--- config.mk ---
export PLATFORM = sky130hd
export DESIGN_NAME = vga_timing_flat
export DESIGN_NICKNAME = d
export VERILOG_FILES = /design/src/rtl/vga_timing_if.sv /design/src/rtl/vga_timing.sv /design/src/flat_wrapper.sv
export SDC_FILE = /design/constraint.sdc
export NUM_CORES = 1
export LEC_CHECK = 0
export BUFFER_PORTS_ARGS = -buffer_cell sky130_fd_sc_hd__buf_4
export CORE_MARGIN = 2
export CORE_UTILIZATION = 51
export CTS_CLUSTER_SIZE = 28
export DETAILED_ROUTE_END_ITERATION = 6
export PLACE_DENSITY = 0.79
export SETUP_SLACK_MARGIN = 0.4
export SLEW_MARGIN = 10
export SYNTH_ARGS = -nofsm -noshare
export SYNTH_HDL_FRONTEND = slang
export SYNTH_SLANG_ARGS = --single-unit
export TNS_END_PERCENT = 20
--- constraint.sdc ---
create_clock -name clk -period 1.9 [get_ports clk]
set_input_delay 0.095 -clock clk [delete_from_list [all_inputs] [get_ports clk]]
set_output_delay 0.095 -clock clk [all_outputs]
set_load 0.03 [all_outputs]
--- src/rtl/vga_timing_if.sv ---
// Signal bundle between the VGA timing generator and its consumer.
// There is no valid/ready handshake here: restart is a level sampled on
// every rising clk edge, and every other signal is a registered output that
// is valid on every cycle once reset has been released.
interface vga_timing_if;
    logic        restart;       // synchronous frame restart request
    logic [31:0] hPixel;        // horizontal position 0..H_TOTAL-1
    logic [31:0] line;          // vertical position 0..V_TOTAL-1
    logic        video_active;  // inside the visible area
    logic        hSync;         // horizontal sync, asserted at SYNC_POL
    logic        vSync;         // vertical sync, asserted at SYNC_POL
    logic        frame_start;   // one-clk pulse on the first clk of pixel (0,0)
    logic        pix_en;        // one-clk strobe per pixel period

    // Timing generator side
    modport master (
        input  restart,
        output hPixel, line, video_active, hSync, vSync, frame_start, pix_en
    );

    // Display / pixel pipeline side
    modport slave (
        output restart,
        input  hPixel, line, video_active, hSync, vSync, frame_start, pix_en
    );
endinterface

--- src/rtl/vga_timing.sv ---
// VGA raster timing generator. A clock divider produces one tick per pixel
// period; horizontal and vertical counters advance on that tick. All outputs
// are registered decodes of the counter state seen before each clk edge, so
// they trail the counters by exactly one clk and always agree with each other.
module vga_timing #(
    parameter int H_ACTIVE = 640,
    parameter int H_FP     = 16,
    parameter int H_SYNC   = 96,
    parameter int H_BP     = 48,
    parameter int V_ACTIVE = 480,
    parameter int V_FP     = 10,
    parameter int V_SYNC   = 2,
    parameter int V_BP     = 33,
    parameter bit SYNC_POL = 1'b0,
    parameter int CLK_DIV  = 2
) (
    input  logic         clk,
    input  logic         reset_n,
    vga_timing_if.master bus
);

    localparam int H_TOTAL = H_ACTIVE + H_FP + H_SYNC + H_BP;
    localparam int V_TOTAL = V_ACTIVE + V_FP + V_SYNC + V_BP;

    // One spare count of headroom so every boundary (including a sync end
    // that coincides with the total) is representable.
    localparam int HW = $clog2(H_TOTAL + 1);
    localparam int VW = $clog2(V_TOTAL + 1);
    localparam int DW = $clog2(CLK_DIV + 1);

    localparam logic [DW-1:0] DIV_LAST   = DW'(CLK_DIV - 1);
    localparam logic [HW-1:0] H_LAST     = HW'(H_TOTAL - 1);
    localparam logic [HW-1:0] H_ACT_END  = HW'(H_ACTIVE);
    localparam logic [HW-1:0] H_SYNC_BEG = HW'(H_ACTIVE + H_FP);
    localparam logic [HW-1:0] H_SYNC_END = HW'(H_ACTIVE + H_FP + H_SYNC);
    localparam logic [VW-1:0] V_LAST     = VW'(V_TOTAL - 1);
    localparam logic [VW-1:0] V_ACT_END  = VW'(V_ACTIVE);
    localparam logic [VW-1:0] V_SYNC_BEG = VW'(V_ACTIVE + V_FP);
    localparam logic [VW-1:0] V_SYNC_END = VW'(V_ACTIVE + V_FP + V_SYNC);

    logic [DW-1:0] div_cnt;
    logic [HW-1:0] h_count;
    logic [VW-1:0] v_count;

    logic tick;
    logic h_wrap;
    logic v_wrap;
    logic in_active;
    logic h_sync_on;
    logic v_sync_on;
    logic first_clk_of_frame;

    // Decodes of the current counter state; these feed both the counter
    // update and the registered outputs.
    assign tick               = (div_cnt == DIV_LAST);
    assign h_wrap             = (h_count == H_LAST);
    assign v_wrap             = (v_count == V_LAST);
    assign in_active          = (h_count < H_ACT_END) && (v_count < V_ACT_END);
    assign h_sync_on          = (h_count >= H_SYNC_BEG) && (h_count < H_SYNC_END);
    assign v_sync_on          = (v_count >= V_SYNC_BEG) && (v_count < V_SYNC_END);
    // Pixel (0,0) lasts CLK_DIV clks; only its first clk has the divider at 0.
    assign first_clk_of_frame = (h_count == '0) && (v_count == '0) && (div_cnt == '0);

    // Divider and raster counters; restart overrides tick and wrap.
    always_ff @(posedge clk or negedge reset_n) begin
        if (!reset_n) begin
            div_cnt <= '0;
            h_count <= '0;
            v_count <= '0;
        end else if (bus.restart) begin
            div_cnt <= '0;
            h_count <= '0;
            v_count <= '0;
        end else begin
            div_cnt <= tick ? '0 : div_cnt + 1'b1;
            if (tick) begin
                if (h_wrap) begin
                    h_count <= '0;
                    v_count <= v_wrap ? '0 : v_count + 1'b1;
                end else begin
                    h_count <= h_count + 1'b1;
                end
            end
        end
    end

    // Registered outputs decoded from the pre-edge counter state. frame_start
    // is held off while restart is sampled high so that holding restart gives
    // a single pulse on the first edge after it is released.
    always_ff @(posedge clk or negedge reset_n) begin
        if (!reset_n) begin
            bus.hPixel       <= '0;
            bus.line         <= '0;
            bus.video_active <= 1'b0;
            bus.hSync        <= ~SYNC_POL;
            bus.vSync        <= ~SYNC_POL;
            bus.frame_start  <= 1'b0;
            bus.pix_en       <= 1'b0;
        end else begin
            bus.hPixel       <= 32'(h_count);
            bus.line         <= 32'(v_count);
            bus.video_active <= in_active;
            bus.hSync        <= h_sync_on ? SYNC_POL : ~SYNC_POL;
            bus.vSync        <= v_sync_on ? SYNC_POL : ~SYNC_POL;
            bus.frame_start  <= first_clk_of_frame && !bus.restart;
            bus.pix_en       <= tick;
        end
    end

endmodule

--- src/flat_wrapper.sv ---
// flat-port wrapper written by rule: the top's interface ports become plain ports
module vga_timing_flat 
#(
    parameter int H_ACTIVE = 640,
    parameter int H_FP     = 16,
    parameter int H_SYNC   = 96,
    parameter int H_BP     = 48,
    parameter int V_ACTIVE = 480,
    parameter int V_FP     = 10,
    parameter int V_SYNC   = 2,
    parameter int V_BP     = 33,
    parameter bit SYNC_POL = 1'b0,
    parameter int CLK_DIV  = 2
)
  (clk, reset_n, bus_restart, bus_hPixel, bus_line, bus_video_active, bus_hSync, bus_vSync, bus_frame_start, bus_pix_en);
  vga_timing_if bus_i ();
  input  logic clk;
  input  logic reset_n;
  input wire logic [$bits(bus_i.restart)-1:0] bus_restart;
  output wire logic [$bits(bus_i.hPixel)-1:0] bus_hPixel;
  output wire logic [$bits(bus_i.line)-1:0] bus_line;
  output wire logic [$bits(bus_i.video_active)-1:0] bus_video_active;
  output wire logic [$bits(bus_i.hSync)-1:0] bus_hSync;
  output wire logic [$bits(bus_i.vSync)-1:0] bus_vSync;
  output wire logic [$bits(bus_i.frame_start)-1:0] bus_frame_start;
  output wire logic [$bits(bus_i.pix_en)-1:0] bus_pix_en;
  assign bus_i.restart = bus_restart;
  assign bus_hPixel = bus_i.hPixel;
  assign bus_line = bus_i.line;
  assign bus_video_active = bus_i.video_active;
  assign bus_hSync = bus_i.hSync;
  assign bus_vSync = bus_i.vSync;
  assign bus_frame_start = bus_i.frame_start;
  assign bus_pix_en = bus_i.pix_en;
  vga_timing #(.H_ACTIVE(H_ACTIVE), .H_FP(H_FP), .H_SYNC(H_SYNC), .H_BP(H_BP), .V_ACTIVE(V_ACTIVE), .V_FP(V_FP), .V_SYNC(V_SYNC), .V_BP(V_BP), .SYNC_POL(SYNC_POL), .CLK_DIV(CLK_DIV)) u_core (.clk(clk), .reset_n(reset_n), .bus(bus_i));
endmodule
# Yosys cells after proc, flatten, opt, wreduce, memory -nomap -nowiden
# Index checks and enable logic that the tools add are counted.
[totals] output_inout_bits=69 ff_bits=47 input_bits=3
[classes] eq_ne=3 magnitude_cmp=6 add_sub_neg=3 reduce_logical=13 muxes=11
[ops] op="$mux 10" count=7
[ops] op="$add 10x1->10 const B" count=2
[ops] op="$eq 10x10->1 const B" count=2
[ops] op="$logic_not 10->1" count=2
[ops] op="$lt 10x10->1 const B" count=2
[ops] op="$lt 10x9->1 const B" count=2
[ops] op="$ge 10x10->1 const B" count=1
[ops] op="$ge 10x9->1 const B" count=1
[ops] op="$logic_and 1x1->1" count=6
[ops] op="$mux 2" count=2
[ops] op="$reduce_bool 2->1" count=2
[ops] op="$add 2x1->2 const B" count=1
[ops] op="$eq 2x1->1 const B" count=1
[ops] op="$logic_not 2->1" count=1
[ops] op="$mux 1" count=2
[ops] op="$reduce_and 2->1" count=1
[ops] op="$logic_not 1->1" count=1

# Longest topological paths before layout
[depth] depth_word=5 mapped_depth=6

# Least setup slack after synthesis
# Ideal clock, no wire load.
[synth_timing] path_kind="register -> register" startpoint="reg u_core.h_count[7]" endpoint="reg u_core.v_count[5]" setup_time_ns=0.080 synth_period_minus_slack_ns=1.683 required_ns=1.820 path_stages_with_launch=5 setup_slack_ns=0.217 arrival_ns=1.603 path_cell_list="dfrtp_1 -> nor4b_4 -> a41oi_4 -> or4_4 -> o211ai_2"
[synth_via] elab_chain_cells=3
[synth_lines] item="start, declared" line_no="vga_timing.sv:42" source="logic [HW-1:0] h_count;"
[synth_lines] item="start signal, assigned" line_no="vga_timing.sv:81" source="h_count <= h_count + 1'b1;"
[synth_lines] item="$eq 10x10->1" line_no="vga_timing.sv:56" source="assign h_wrap = (h_count == H_LAST);"
[synth_lines] item="$reduce_bool 2->1 (no source line)"
[synth_lines] item="$reduce_and 2->1 (no source line)"
[synth_lines] item="end signal, assigned" line_no="vga_timing.sv:79" source="v_count <= v_wrap ? '0 : v_count + 1'b1;"
[synth_lines] item="end, declared" line_no="vga_timing.sv:43" source="logic [VW-1:0] v_count;"
# Every way passes these cells.
# A chain may end at the register's enable or synchronous reset.

# Final worst setup path
[layout_timing] startpoint="reg u_core.v_count[0]" endpoint="reg u_core.v_count[5]"
[layout_via] elab_chain_cells=5
[layout_lines] item="$add 10x1->10 or $eq 10x10->1 (tied branches)" line_no="vga_timing.sv:79, vga_timing.sv:57"
[layout_lines] item="$mux 10 *" line_no="vga_timing.sv:79"
[layout_lines] item="$mux 10 *" line_no="vga_timing.sv:77" source="if (h_wrap) begin"
[layout_lines] item="$mux 10 *" line_no="vga_timing.sv:76" source="if (tick) begin"
[layout_lines] item="$mux 10 *" line_no="vga_timing.sv:70" source="end else if (bus.restart) begin"
# Every way passes the cells marked *; elsewhere a longest branch is shown, timed or not. The select of a mux whose other input is x is not followed.

==> run_results.csv <==
group,metric,value,unit
status,outcome,"finished, final reports clean",
synthesis,ys_seq_area_share,51.76,%
timing,slew_violations,0,
min_path,hold_path_class,"input port to flop",
layout,seq_area,0.001182,sq mm
placed_design,portBuffers,27,
synthesis,yosys_register_bits,47,
die,dieArea,0.005015,sq mm
synthesis,synth_flop_cell,"dfrtp_1",
detailed_routing,drtIter0Drc,143,
synthesis,synth_top_area_share,49.45,%
cts,cts_max_path_buffers,2,
power,p_sw,651.8,uW
global_route,grt_max_degree,48,
cts,cts_max_level,2,
die,core-area,0.004324,sq mm
cts,numClockSinks,47,
cts,clkTransAtPathRegs,90,ps
setup_path,r2r_start,"u_core.v_count[0]",
cts,cts_root_buf,"clkbuf_8",
die,die_width,70.82,microns
setup_path,crit_path_max_fanout,6,
layout,diodes,0,
detailed_routing,antenna_left,0,
power,swShare,27.86,%
die,boundaryPins,72,
detailed_routing,num_vias,1649,
timing,relSlewSlack,61.89,%
timing,skew,7.090,ps
power,p_per_area,848.7,mW/mm^2
timing,hold_violations,0,
synthesis,async_flop_share,100.0,%
cts,clkLatencyLatePin,300,ps
power,seqPwrFrac,45.4,%
placed_design,dp_hpwl,2831,microns
synthesis,yosysMostFrequentCell,"dfrtp_1",
detailed_routing,wl_per_cell,14.43,microns
layout,synthToLayoutAreaGrowth,21.04,%
layout,design_area,0.002756,sq mm
timing,max_freq,619.2,MHz
global_route,grt_usage,18.13,%
setup_path,rrSetupSlack,280,ps
synthesis,syn_area_per_cell,10.95,sq um
setup_path,r2r.worst_path.cells,6,
die,die_h,70.82,microns
synthesis,synth.distinct_cells,46,
global_route,grt_pass1_wl,7065,microns
power,combPwrFrac,17.7,%
timing,tightest_slew,571.7,ps
cts,cts_tree,"done",
job,cap_violations,0,
timing,period_share,85.01,%
die,start_util,52.66,%
global_route,grt_antenna_before_repair,0,
timing,setup_violations,0,
timing,setup_tns,0,ps
min_path,hp-start,"bus_restart",
synthesis,synth_area_leader_cell,"dfrtp_1",
synthesis,synthTopCellsByArea,"dfrtp_1 (49%), buf_4 (15%), dfstp_2 (2.3%), ha_1 (2.2%), nand2_1 (2.1%)",
timing,period_minus_slack,1615,ps
synthesis,synth-edff-count,0,
layout,fillers,356,
cts,cts_buffers,5,
detailed_routing,vias_per_cell,5.235,
setup_path,reg2reg_to,"u_core.v_count[5]",
synthesis,synth_warnings,0,
placed_design,placed_area,0.002431,sq mm
setup_path,worstPathRequired,2130,ps
die,core.rowCount,24,
power,ir_worst_vdd,0.3822,mV
layout,nNetsFinal,269,
synthesis,synthTopCellsByCount,"dfrtp_1 (45), buf_4 (44), nand2_1 (13), nor2_1 (13)",
power,leakagePower,0.001364,uW
setup_path,critPathCaptureType,"flop",
detailed_routing,drc,0,
setup_path,critPathArrivalTime,1840,ps
setup_path,crit_type,"flop to flop",
timing,rsz0062_at_grt,"yes",
power,p_clk_share,36.9,%
min_path,min_path_cells,2,
global_route,grt_pass1_vias,1427,
layout,multi_input_area,957.2,sq um
detailed_routing,drt_wl_total,4546,microns
synthesis,synthCells,208,
detailed_routing,drt-pass1-iter-count,4,
global_route,overflow,0,
setup_path,startpoint_type,"flop",
min_path,worstHoldEndpoint,"u_core.h_count[8]",
synthesis,syn_area,0.002277,sq mm
power,internal_power,1687,uW
layout,layout-drive-gt1-share,31.94,%
placed_design,place.gp.congestion,0.8663,
cells by family (layout without fill, tap and decap cells):
logic type                 Yosys count  count (layout)  synth area share, %
AOI/OAI and AO/OA                   30              30                10.55
DFF                                 47              47                51.76
xor gates and xnor gates             7               7                2.692
buffers and inverters               54              66                16.37
other                                1              44               0.1647
and+or+nand+nor                     65              65                16.26
adders and majority gates            4               4                2.198
routing by layer:
metal	wire length, microns	GRT usage, %
met5	0	0
met4	141	7.128
met3	421	3.704
met2	2161	28.14
met1	1821	25.16
cells in the final DEF (no fill, tap or decap), types with 2 or more instances in the layout:
master     count
dfrtp_1       42
and4_1         2
o31ai_1        3
a21oi_1        4
buf_4         50
nor3_1         3
nand2_1       13
o21ai_0        3
a22o_1         3
nor2_1        13
bufinv_16      2
a2111oi_1      2
inv_2          2
nand3_1        5
ha_2           3
xor2_1         3
inv_1          3
dfstp_2        2
xnor2_1        4
conb_1        44
o211ai_1       3
nor2b_1        3
dfrtp_2        3
clkbuf_8       5
nor4_4         2
and3_1         3
nand4_1        6
o21ai_1        2
what timing repair did:
item	CTS	global route
endpoints found under the hold margin	45	0
pin swaps	6	3
endpoints found under the setup margin	17	18
hold buffers	1	0
resized for setup	16	7
setup buffers	11	3
sequential cells by signal, indices dropped and copies added (netlist names):
register / flops
u_core.bus.frame_start: 1
u_core.bus.hPixel: 10
u_core.bus.hSync: 1
u_core.bus.line: 10
u_core.bus.pix_en: 1
u_core.bus.vSync: 1
u_core.bus.video_active: 1
u_core.div_cnt: 2
u_core.h_count: 10
u_core.v_count: 10
critical path, stage by stage, from the launching register on:
cell and delay (ps):
dfrtp_1 370, inv_1 60, ha_2 180, nor2b_4 120, a31o_4 240, or4_4 490, o211ai_2 80
power groups by stage:
stage | logic (uW) | clock network [uW] | registers, uW
after detailed placement | 340 | 0 | 1090
after CTS | 399 | 872 | 1060
after floorplan | 263 | 0 | 1130
final | 414 | 862 | 1060
after global placement | 334 | 0 | 1090
after global routing | 439 | 921 | 1070
cell type report:
cell class                      instances  share of cell area, %
Sequential cell                        47                  42.90
Clock buffer                            5                  2.497
Tap cell                               52                  2.360
Clock inverter                          3                  2.451
Timing Repair Buffer                   52                  14.16
Multi-Input combinational cell        150                  34.73
Inverter                                6                 0.9079
stage by stage:
step                      std cells  worst slack, ps  utilization, %  hold WS, ps  total power, uW
after floorplan                 251            242.7               -       -200.6             1395
after global placement          292            176.0           56.22        121.1             1420
after detailed placement        292            75.63           56.22        130.4             1426
after CTS                       312            281.8           62.85        69.30             2333
after global routing            315            200.2           63.74        69.12             2427
final                           315            284.9           63.74        76.90             2339
worst max-delay path by stage:
| stage | startpoint | endpoint | slack (ps) |
|---|---|---|---|
| final | u_core.v_count[0] | u_core.v_count[5] | 280 |
| after global routing | u_core.h_count[5] | u_core.v_count[8] | 200 |
| after CTS | u_core.v_count[0] | u_core.v_count[4] | 280 |
| after detailed placement | u_core.h_count[1] | u_core.v_count[4] | 80 |
| after global placement | u_core.h_count[1] | u_core.v_count[4] | 180 |
| after floorplan | u_core.v_count[0] | u_core.v_count[5] | 240 |
Power figures use the tool's default switching activity.
